<file path="src/rtl/audio_pkg.sv">
`default_nettype none
// ============================================================================
//  Module      : audio_pkg
//  Description : Shared types for the codec audio path: I2S channel select,
//                receive FSM states and stereo pair width helper.
//  Revision    : 1.0  initial release
// ============================================================================
package audio_pkg;

  // Word-select level on the I2S bus: 0 carries left, 1 carries right
  typedef enum logic {
    CH_LEFT  = 1'b0,
    CH_RIGHT = 1'b1
  } i2s_ch_e;

  // Receive FSM: hunt for a left word start, then alternate left/right
  typedef enum logic [1:0] {
    ALIGN = 2'd0,
    LEFT  = 2'd1,
    RIGHT = 2'd2
  } rx_state_e;

  localparam int CHANNELS = 2;

  // Width of one stereo pair {left, right} for a given per-channel width
  function automatic int pair_width(input int data_width);
    return CHANNELS * data_width;
  endfunction

endpackage
`default_nettype wire

</file>
<file path="src/rtl/sync_fifo.sv">
`default_nettype none
// ============================================================================
//  Module      : sync_fifo
//  Description : Single-clock FIFO with registered count, full/empty flags and
//                simultaneous read/write. A write while full is accepted only
//                if a read happens in the same cycle. The head output holds
//                the last popped value while empty so it never shows X.
//  Revision    : 1.0  initial release
// ============================================================================
module sync_fifo #(
  parameter int DATA  = 48,
  parameter int DEPTH = 4
) (
  input  logic            clk,
  input  logic            rst_n,
  input  logic            wr_en,
  input  logic [DATA-1:0] wr_data,
  input  logic            rd_en,
  output logic [DATA-1:0] rd_data,
  output logic            full,
  output logic            empty
);

  localparam int AW = $clog2(DEPTH);
  localparam logic [AW:0] FULL_CNT = DEPTH[AW:0];

  logic [DATA-1:0] mem [DEPTH];
  logic [DATA-1:0] last_q;
  logic [AW-1:0]   wr_ptr, rd_ptr;
  logic [AW:0]     count;
  logic            rd_fire, wr_fire;

  assign empty   = (count == '0);
  assign full    = (count == FULL_CNT);
  assign rd_fire = rd_en && !empty;
  // Pop is taken first, so a full FIFO can still accept a same-cycle push
  assign wr_fire = wr_en && (!full || rd_fire);
  assign rd_data = empty ? last_q : mem[rd_ptr];

  // Storage array and the copy of the most recently popped head
  always_ff @(posedge clk or negedge rst_n) begin
    if (!rst_n) begin
      for (int i = 0; i < DEPTH; i++) mem[i] <= '0;
      last_q <= '0;
    end else begin
      if (wr_fire) mem[wr_ptr] <= wr_data;
      if (rd_fire) last_q <= mem[rd_ptr];
    end
  end

  // Pointers wrap naturally (power-of-two depth); count tracks occupancy
  always_ff @(posedge clk or negedge rst_n) begin
    if (!rst_n) begin
      wr_ptr <= '0;
      rd_ptr <= '0;
      count  <= '0;
    end else begin
      if (wr_fire) wr_ptr <= wr_ptr + AW'(1);
      if (rd_fire) rd_ptr <= rd_ptr + AW'(1);
      case ({wr_fire, rd_fire})
        2'b10:   count <= count + (AW+1)'(1);
        2'b01:   count <= count - (AW+1)'(1);
        default: count <= count;
      endcase
    end
  end

endmodule
`default_nettype wire

</file>
<file path="src/rtl/i2s_adc_rx.sv">
`default_nettype none
// ============================================================================
//  Module      : i2s_adc_rx
//  Description : Codec ADC I2S receiver. Oversamples BCLK/ADCLRCK/ADCDAT on
//                the system clock, deserialises MSB-first words and queues
//                complete {left,right} pairs into a small FIFO.
//  Revision    : 1.0  initial release
// ============================================================================
module i2s_adc_rx
  import audio_pkg::*;
#(
  parameter int DATA_WIDTH  = 24,
  parameter int SYNC_STAGES = 2,
  parameter int FIFO_DEPTH  = 4
) (
  input  logic                  clk_50_clk,
  input  logic                  reset_reset_n,
  input  logic                  i2s_bclk,
  input  logic                  i2s_adclrck,
  input  logic                  i2s_adcdat,
  input  logic                  enable,
  output logic                  out_valid,
  input  logic                  out_ready,
  output logic [DATA_WIDTH-1:0] out_left,
  output logic [DATA_WIDTH-1:0] out_right,
  output logic                  overflow,
  input  logic                  overflow_clr
);

  localparam int CW = $clog2(DATA_WIDTH + 1);
  localparam int PW = pair_width(DATA_WIDTH);
  localparam logic [CW-1:0] W_CNT = DATA_WIDTH[CW-1:0];

  logic [SYNC_STAGES-1:0] bclk_sync, lrck_sync, dat_sync;
  logic                   bclk_prev;
  logic                   bclk_rise, dat_s;
  i2s_ch_e                lrck_now, lrck_last;
  logic                   lr_rise, lr_fall, lr_change;
  logic [DATA_WIDTH-1:0]  shift_q, closed_word, left_word_q;
  logic [CW-1:0]          cnt_q;
  rx_state_e              state_q, state_d;
  logic                   latch_left, close_pair;
  logic                   push_q;
  logic [PW-1:0]          pair_q, head;
  logic                   fifo_full, fifo_empty;
  logic                   drop;

  // All three pad inputs share one synchroniser depth so they stay aligned
  always_ff @(posedge clk_50_clk or negedge reset_reset_n) begin
    if (!reset_reset_n) begin
      bclk_sync <= '0;
      lrck_sync <= '0;
      dat_sync  <= '0;
      bclk_prev <= 1'b0;
    end else begin
      bclk_sync <= {bclk_sync[SYNC_STAGES-2:0], i2s_bclk};
      lrck_sync <= {lrck_sync[SYNC_STAGES-2:0], i2s_adclrck};
      dat_sync  <= {dat_sync[SYNC_STAGES-2:0], i2s_adcdat};
      bclk_prev <= bclk_sync[SYNC_STAGES-1];
    end
  end

  assign bclk_rise = bclk_sync[SYNC_STAGES-1] && !bclk_prev;
  assign dat_s     = dat_sync[SYNC_STAGES-1];
  assign lrck_now  = i2s_ch_e'(lrck_sync[SYNC_STAGES-1]);
  assign lr_rise   = bclk_rise && (lrck_last == CH_LEFT)  && (lrck_now == CH_RIGHT);
  assign lr_fall   = bclk_rise && (lrck_last == CH_RIGHT) && (lrck_now == CH_LEFT);
  assign lr_change = lr_rise || lr_fall;

  // Word select as seen at the previous BCLK rise, for change detection
  always_ff @(posedge clk_50_clk or negedge reset_reset_n) begin
    if (!reset_reset_n) lrck_last <= CH_LEFT;
    else if (bclk_rise) lrck_last <= lrck_now;
  end

  // Shift register and saturating bit count; the bit at a word-select change is the delay bit
  always_ff @(posedge clk_50_clk or negedge reset_reset_n) begin
    if (!reset_reset_n) begin
      shift_q <= '0;
      cnt_q   <= '0;
    end else if (bclk_rise) begin
      if (lr_change) begin
        shift_q <= '0;
        cnt_q   <= '0;
      end else if (cnt_q < W_CNT) begin
        shift_q <= {shift_q[DATA_WIDTH-2:0], dat_s};
        cnt_q   <= cnt_q + CW'(1);
      end
    end
  end

  // Short words are left-justified, missing LSBs read as zero
  assign closed_word = shift_q << (W_CNT - cnt_q);

  // FSM state register
  always_ff @(posedge clk_50_clk or negedge reset_reset_n) begin
    if (!reset_reset_n) state_q <= ALIGN;
    else                state_q <= state_d;
  end

  // FSM next state: only a 1->0 word select starts a frame from ALIGN
  always_comb begin
    state_d = state_q;
    if (!enable) begin
      state_d = ALIGN;
    end else begin
      case (state_q)
        ALIGN:   if (lr_fall) state_d = LEFT;
        LEFT:    if (lr_rise) state_d = RIGHT;
        RIGHT:   if (lr_fall) state_d = LEFT;
        default: state_d = ALIGN;
      endcase
    end
  end

  // FSM outputs: capture left word, complete the pair on the closing edge
  always_comb begin
    latch_left = 1'b0;
    close_pair = 1'b0;
    if (enable) begin
      latch_left = (state_q == LEFT)  && lr_rise;
      close_pair = (state_q == RIGHT) && lr_fall;
    end
  end

  // Hold the left word and stage the completed pair for the FIFO push
  always_ff @(posedge clk_50_clk or negedge reset_reset_n) begin
    if (!reset_reset_n) begin
      left_word_q <= '0;
      pair_q      <= '0;
      push_q      <= 1'b0;
    end else begin
      push_q <= close_pair;
      if (latch_left) left_word_q <= closed_word;
      if (close_pair) pair_q      <= {left_word_q, closed_word};
    end
  end

  sync_fifo #(
    .DATA  (PW),
    .DEPTH (FIFO_DEPTH)
  ) u_fifo (
    .clk     (clk_50_clk),
    .rst_n   (reset_reset_n),
    .wr_en   (push_q),
    .wr_data (pair_q),
    .rd_en   (out_ready),
    .rd_data (head),
    .full    (fifo_full),
    .empty   (fifo_empty)
  );

  assign out_valid = !fifo_empty;
  assign out_left  = head[PW-1:DATA_WIDTH];
  assign out_right = head[DATA_WIDTH-1:0];
  assign drop      = push_q && fifo_full && !(out_ready && !fifo_empty);

  // Sticky overflow flag; a new drop beats a simultaneous clear
  always_ff @(posedge clk_50_clk or negedge reset_reset_n) begin
    if (!reset_reset_n)    overflow <= 1'b0;
    else if (drop)         overflow <= 1'b1;
    else if (overflow_clr) overflow <= 1'b0;
  end

endmodule
`default_nettype wire

</file>
<file path="config.mk">
export PLATFORM = sky130hd
export DESIGN_NAME = i2s_adc_rx
export DESIGN_NICKNAME = d
export VERILOG_FILES = /design/src/rtl/audio_pkg.sv /design/src/rtl/sync_fifo.sv /design/src/rtl/i2s_adc_rx.sv
export SDC_FILE = /design/constraint.sdc
export NUM_CORES = 1
export LEC_CHECK = 0
export CAP_MARGIN = 20
export CORE_AREA = 2 2 143 215
export DETAILED_ROUTE_END_ITERATION = 10
export DIE_AREA = 0 0 145 217
export PLACE_DENSITY = 0.86
export SLEW_MARGIN = 20
export SYNTH_ARGS = -nofsm -noshare
export SYNTH_HDL_FRONTEND = slang
export SYNTH_HIERARCHICAL = 1
export SYNTH_SLANG_ARGS = --single-unit
</file>
<file path="constraint.sdc">
create_clock -name clk_50_clk -period 3.14 [get_ports clk_50_clk]
set_input_delay 0.314 -clock clk_50_clk [delete_from_list [all_inputs] [get_ports clk_50_clk]]
set_output_delay 0.314 -clock clk_50_clk [all_outputs]
set_load 0.01 [all_outputs]
</file>
# ---- Word-level counts from Yosys, hierarchy flattened
# Cells that the tools add are included.
dict set report word_totals {
  ff_bits 360
  inputBits 8
  out_inout_bits 50
  word_cells 88
}
dict set report classes {
  add_sub_neg 6
  order_cmp 4
  eq_ne 7
  shifts 1
  muxes 20
  bitwise 4
  reduce_logical 26
}
# operator count
set op_table {}
lappend op_table {{$bwmux W192} 1}
lappend op_table {{$mux W48} 4}
lappend op_table {{$bmux W48 S2} 1}
lappend op_table {{$demux W48 S2} 1}
lappend op_table {{$mux W24} 2}
lappend op_table {{$shl A24 B5 Y24} 1}
lappend op_table {{$logic_and A1 B1 Y1} 12}
lappend op_table {{$mux W5} 2}
lappend op_table {{$ge A3 B3 Y1 const B} 2}
lappend op_table {{$mux W2} 3}
lappend op_table {{$not A2 Y3} 2}
lappend op_table {{$pmux W3 S2} 1}
lappend op_table {{$reduce_bool A2 Y1} 3}
lappend op_table {{$add A5 B1 Y5 const B} 1}
lappend op_table {{$lt A5 B5 Y1 const B} 1}
lappend op_table {{$sub A5 B5 Y5 const A} 1}
lappend op_table {{$add A2 B1 Y2 const B} 2}
lappend op_table {{$eq A2 B1 Y1 const B} 2}
lappend op_table {{$eq A2 B2 Y1 const B} 2}
lappend op_table {{$logic_not A1 Y1} 4}
lappend op_table {{$mux W1} 4}
lappend op_table {{$pmux W2 S2} 1}
lappend op_table {{$reduce_and A2 Y1} 2}
lappend op_table {{$add A3 B1 Y3 const B} 1}
lappend op_table {{10 further kinds} 12}

# ---- Longest topological paths before layout
dict set report depth {
  ltp_word 7
  depth_mapped 13
  ltp_nobuf 8
}

# ---- Cells and area by module
# The synthesis kept the hierarchy.
# module n_inst cells_each area_per_inst_um2 seq_area_each_um2
set by_module_without_submodules {}
lappend by_module_without_submodules {sync_fifo 1 659 11355.9 6180.9}
lappend by_module_without_submodules {i2s_adc_rx 1 569 5870.6 2827.7}

# ---- Worst setup path after synthesis
# OpenSTA, ideal clock, no wires.
dict set report synth_timing {
  kind {register to register}
  startpoint {register cnt_q[0]}
  endpoint {register pair_q[23]}
  setup_time_ns 0.125
  arrival_ns 2.652
  required_time_ns 3.015
  setup_slack_ns 0.364
  path_stages_with_launch 13
  n_path_buf 6
  synth_period_minus_slack_ns 2.776
  path_cell_list {dfrtp_1 -> buf_6 -> buf_6 -> inv_1 -> buf_6 -> ha_1 -> buf_4 -> buf_6 -> buf_6 -> a2111oi_0 -> nor3_1 -> a221o_1 -> mux2_2}
}
dict set report synth_between {
  elab_chain_len 2
}
# element line_no
set synth_rtl {}
lappend synth_rtl {{start: declaration} i2s_adc_rx.sv:40} ;# logic [CW-1:0] cnt_q;
lappend synth_rtl {{start signal: assignment} i2s_adc_rx.sv:87} ;# cnt_q <= cnt_q + CW'(1);
lappend synth_rtl {{$sub A5 B5 Y5} i2s_adc_rx.sv:93} ;# assign closed_word = shift_q << (W_CNT - cnt_q);
lappend synth_rtl {{$shl A24 B5 Y24} i2s_adc_rx.sv:93}
lappend synth_rtl {{end signal: assignment} i2s_adc_rx.sv:135} ;# if (close_pair) pair_q <= {left_word_q, closed_word};
lappend synth_rtl {{end: declaration} i2s_adc_rx.sv:44} ;# logic [PW-1:0] pair_q, head;
# No other way between the ends.
# A chain may end at the register's enable or synchronous reset.

# ---- Worst setup path in the final report
dict set report layout_timing {
  startpoint {register u_fifo.rd_ptr[1]}
  endpoint {output port out_right[21]}
}
dict set report layout_between {
  elab_chain_len 5
}
# element line_no
set layout_rtl {}
lappend layout_rtl {{start: declaration} sync_fifo.sv:29} ;# logic [AW-1:0] wr_ptr, rd_ptr;
lappend layout_rtl {{start signal: assignment} sync_fifo.sv:59} ;# if (rd_fire) rd_ptr <= rd_ptr + AW'(1);
lappend layout_rtl {{$not A2 Y3 (implied by the code)} sync_fifo.sv:38} ;# assign rd_data = empty ? last_q : mem[rd_ptr];
lappend layout_rtl {{$bmux W48 S2} sync_fifo.sv:38}
lappend layout_rtl {{$mux W48 (implied by the code) (2 in a row)} sync_fifo.sv:38}
lappend layout_rtl {{$mux W48} sync_fifo.sv:38}
lappend layout_rtl {{end: declaration} i2s_adc_rx.sv:25} ;# output logic [DATA_WIDTH-1:0] out_right,
# No other way between the ends. The select of a mux whose other input is x is not followed.

==> key figures <==
Min path
  – Hold WC Path Type: in2reg

Clock network
  – CTS tree: built
  – H-Tree Depth: 1
  – Clock Latency Late Sink: 0.56 ns
  – Maximum buffer depth of the clock tree: 3
  – Clock transition at path regs: 0.06 ns
  – Post_cts resized: 0
  – Root buffer cell: clkbuf_16
  – TritonCTS Buffers: 31
  – # clock sinks: between 300 and 400

STA
  – Final Max Tran Viols: 0
  – RSZ-0062 raised after global routing: no
  – Tightest Pin Transition: 0.750 ns
  – Final Hold Viols: 0
  – Min setup slack post-route: 0.0926 ns
  – Final Hold Slack: 0.198 ns
  – Layout Skew: 0.0116 ns
  – Highest clock rate: between 300 and 400 MHz
  – Final-report setup violation count: 0
  – Rel. slew slack: 50.0%
  – Final worst-path cycle share: 97.1%
  – Setup TNS: 0 ns
  – Tmin final: around 3.0 ns

Logic synthesis
  – Commonest cells in the netlist: 360 x dfrtp_1, 239 x mux2_2, 141 x nand2_1, 80 x mux2_4, 65 x mux4_2
  – Top FF cell, synth: dfrtp_1
  – Syn Nets: 1244
  – Post-synthesis sequential area ratio: 52.3%
  – Seq cells post-synth: 360
  – Area share of the largest cell type after synthesis: 52.3%
  – Synth area leader: dfrtp_1
  – Mean Syn Cell Area: around 14 um2
  – Cells after Synth: 1228
  – Post-synth EDFFs: 0
  – Netlist Area Pre-Place: 17200 um2
  – Largest cells by area after synthesis: dfrtp_1 52%, mux2_2 16%, mux4_2 8.5%, mux2_4 7.0%, nand2_1 3.1%
  – Cell variety after synth: 57
  – Count leader, synth: dfrtp_1
  – Warnings from Yosys: 6
  – Asr flop ratio synth: 100%

Critical path
  – Critical Path RT: roughly 2.8 ns
  – Setup CP Type: reg2out
  – Worst setup SP type: flop
  – Worst setup EP type: primary output
  – Critical path arrival: 2.73 ns
  – Maximum fanout along the worst path: 15

Global routing
  – Largest net degree at the start of global routing: 91
  – First-pass GRT wire length: 59500 um
  – Initial antenna violation count: 0
  – Total GRT Usage: 23.5%
  – GR Overflow Total: 0
  – Vias in the first global route: 10900

Floorplan
  – Initial Util: 57.9%
  – Die Area: 31500 um2
  – I/O Pins: 58
  – Site Rows: 78
  – Height of the chip: about 220 um
  – Die extent in x: 145 um
  – Core area: 29800 um2

Finish
  – Number of fill cells: between 2000 and 2500
  – Diode count: 0
  – Synth-to-Final Area Change: 11.9%
  – Post-layout nets: around 1300
  – Share of layout cells above drive strength 1: 37.8%

Route
  – Avg Vias per Cell: 6.01
  – Vias: 10200
  – Residual DRC: 0
  – Antenna Violating Nets Remaining: 0
  – Initial DRC Count: 690
  – Detail-routed net length per standard cell: 21.3 um
  – Final wirelength: 36100 um
  – Drt first pass iters: 5

Placed design
  – Hpwl dp: 23700 um
  – Placer Congestion: 0.867
  – # port buffers: 57
  – Place WS: around 0.52 ns

Power
  – Pwr dens: 584 nW/um2
  – Peak VDD IR: between 300 and 400 uV
  – Static Leakage: 9.08 nW

Job
  – Max-cap violation count: 0

Outcome
  – Outcome: finished, final reports clean
[critical path, stage by stage (launching register included)]
cell and delay (ns):
dfrtp_2 0.66, buf_4 0.36, mux4_2 0.38, mux2_2 0.29, clkdlybuf4s50_1 0.48
[metrics by stage]
step                      area (um2)  std cells  utilization [%]  power [mW]
after floorplan                17200       1228                -        6.79
after global placement         18200       1639             61.2        7.36
after detailed placement       18200       1639             61.2        7.42
after CTS                      19300       1696             64.8        11.3
after global routing           19300       1696             64.8        11.7
final                          19300       1696             64.8        11.3
[logic make-up (layout without fill, tap and decap cells)]
| logic type | after synthesis | in the layout | synth area share, % |
|---|---|---|---|
| AO/OA/AOI/OAI | 102 | 102 | 3.96 |
| flip-flops | 360 | 360 | 52.3 |
| multiplexers | 417 | 417 | 33.0 |
| adder cells (fa/ha/maj) | 8 | 8 | 0.625 |
| AND/OR/NAND/NOR | 229 | 229 | 5.86 |
| buffers and inverters | 99 | 167 | 3.44 |
| XOR/XNOR | 13 | 13 | 0.814 |
[state kept, by name (all words and copies together) (netlist names)]
signal	flops
lrck_sync	2
left_word_q	24
u_fifo/count	3
bclk_prev	1
cnt_q	5
lrck_last	1
u_fifo/wr_ptr	2
pair_q	48
dat_sync	2
shift_q	24
u_fifo/rd_ptr	2
bclk_sync	2
state_q	2
push_q	1
u_fifo/mem	192
u_fifo/last_q	48
overflow	1
[power by group]
part	internal (mW)	total (mW)	leakage (nW)	switching, mW
clock	2.24	3.91	0.504	1.67
sequential	4.73	4.92	4.99	0.191
combinational	1.08	2.44	3.59	1.36
[metal layers]
| metal | vias to the layer above | track usage (%) | part of all wire (%) |
|---|---|---|---|
| li1 | 4508 | - | - |
| met1 | 5371 | 29.5 | 39 |
| met2 | 232 | 42.2 | 54 |
| met3 | 78 | 2.29 | 3.8 |
| met4 | 0 | 9.04 | 3.4 |
| met5 | - | 0 | 0 |
[layout by cell type (no fill, tap or decap), types with 16 or more instances in the layout]
cell type	Yosys	routed
clkdlybuf4s50_1	0	56
inv_1	17	17
mux2i_1	33	33
mux4_2	65	65
a22o_1	16	16
mux2_2	239	239
nand2_1	141	141
buf_4	9	27
nor2_1	36	36
o21ai_0	34	34
dfrtp_1	360	358
clkbuf_16	0	31
mux2_4	80	80
[area by class of cell]
class                   instances  area (um2)  share of cell area, %
multi-input cells             769        7650                   39.7
inverters                      17        63.8                  0.331
repair buffers                 96        1010                   5.23
clock buffers                  40         850                   4.41
flip-flops and latches        360        9010                   46.8
well taps                     400         500                   2.60
clock inverters                14         189                  0.980
[worst paths after layout]
path,end,from,slack [ns],cells past startpoint
max,out_right[21],u_fifo/rd_ptr[1],0.09,4
min,bclk_sync[0],i2s_bclk,0.20,1
max reg2reg,left_word_q[16],cnt_q[0],0.37,8
min reg2reg,bclk_sync[1],bclk_sync[0],0.35,0
max in group asynchronous,u_fifo/mem[186],reset_reset_n,1.94,3
min in group asynchronous,lrck_sync[0],reset_reset_n,0.33,2
[repair_timing]
item	in CTS	in global routing
endpoints found under the setup margin	6	0
endpoints found under the hold margin	82	0
buffers inserted	2	0
hold buffers	1	0
No activity file was read; power rests on OpenSTA's default activity.
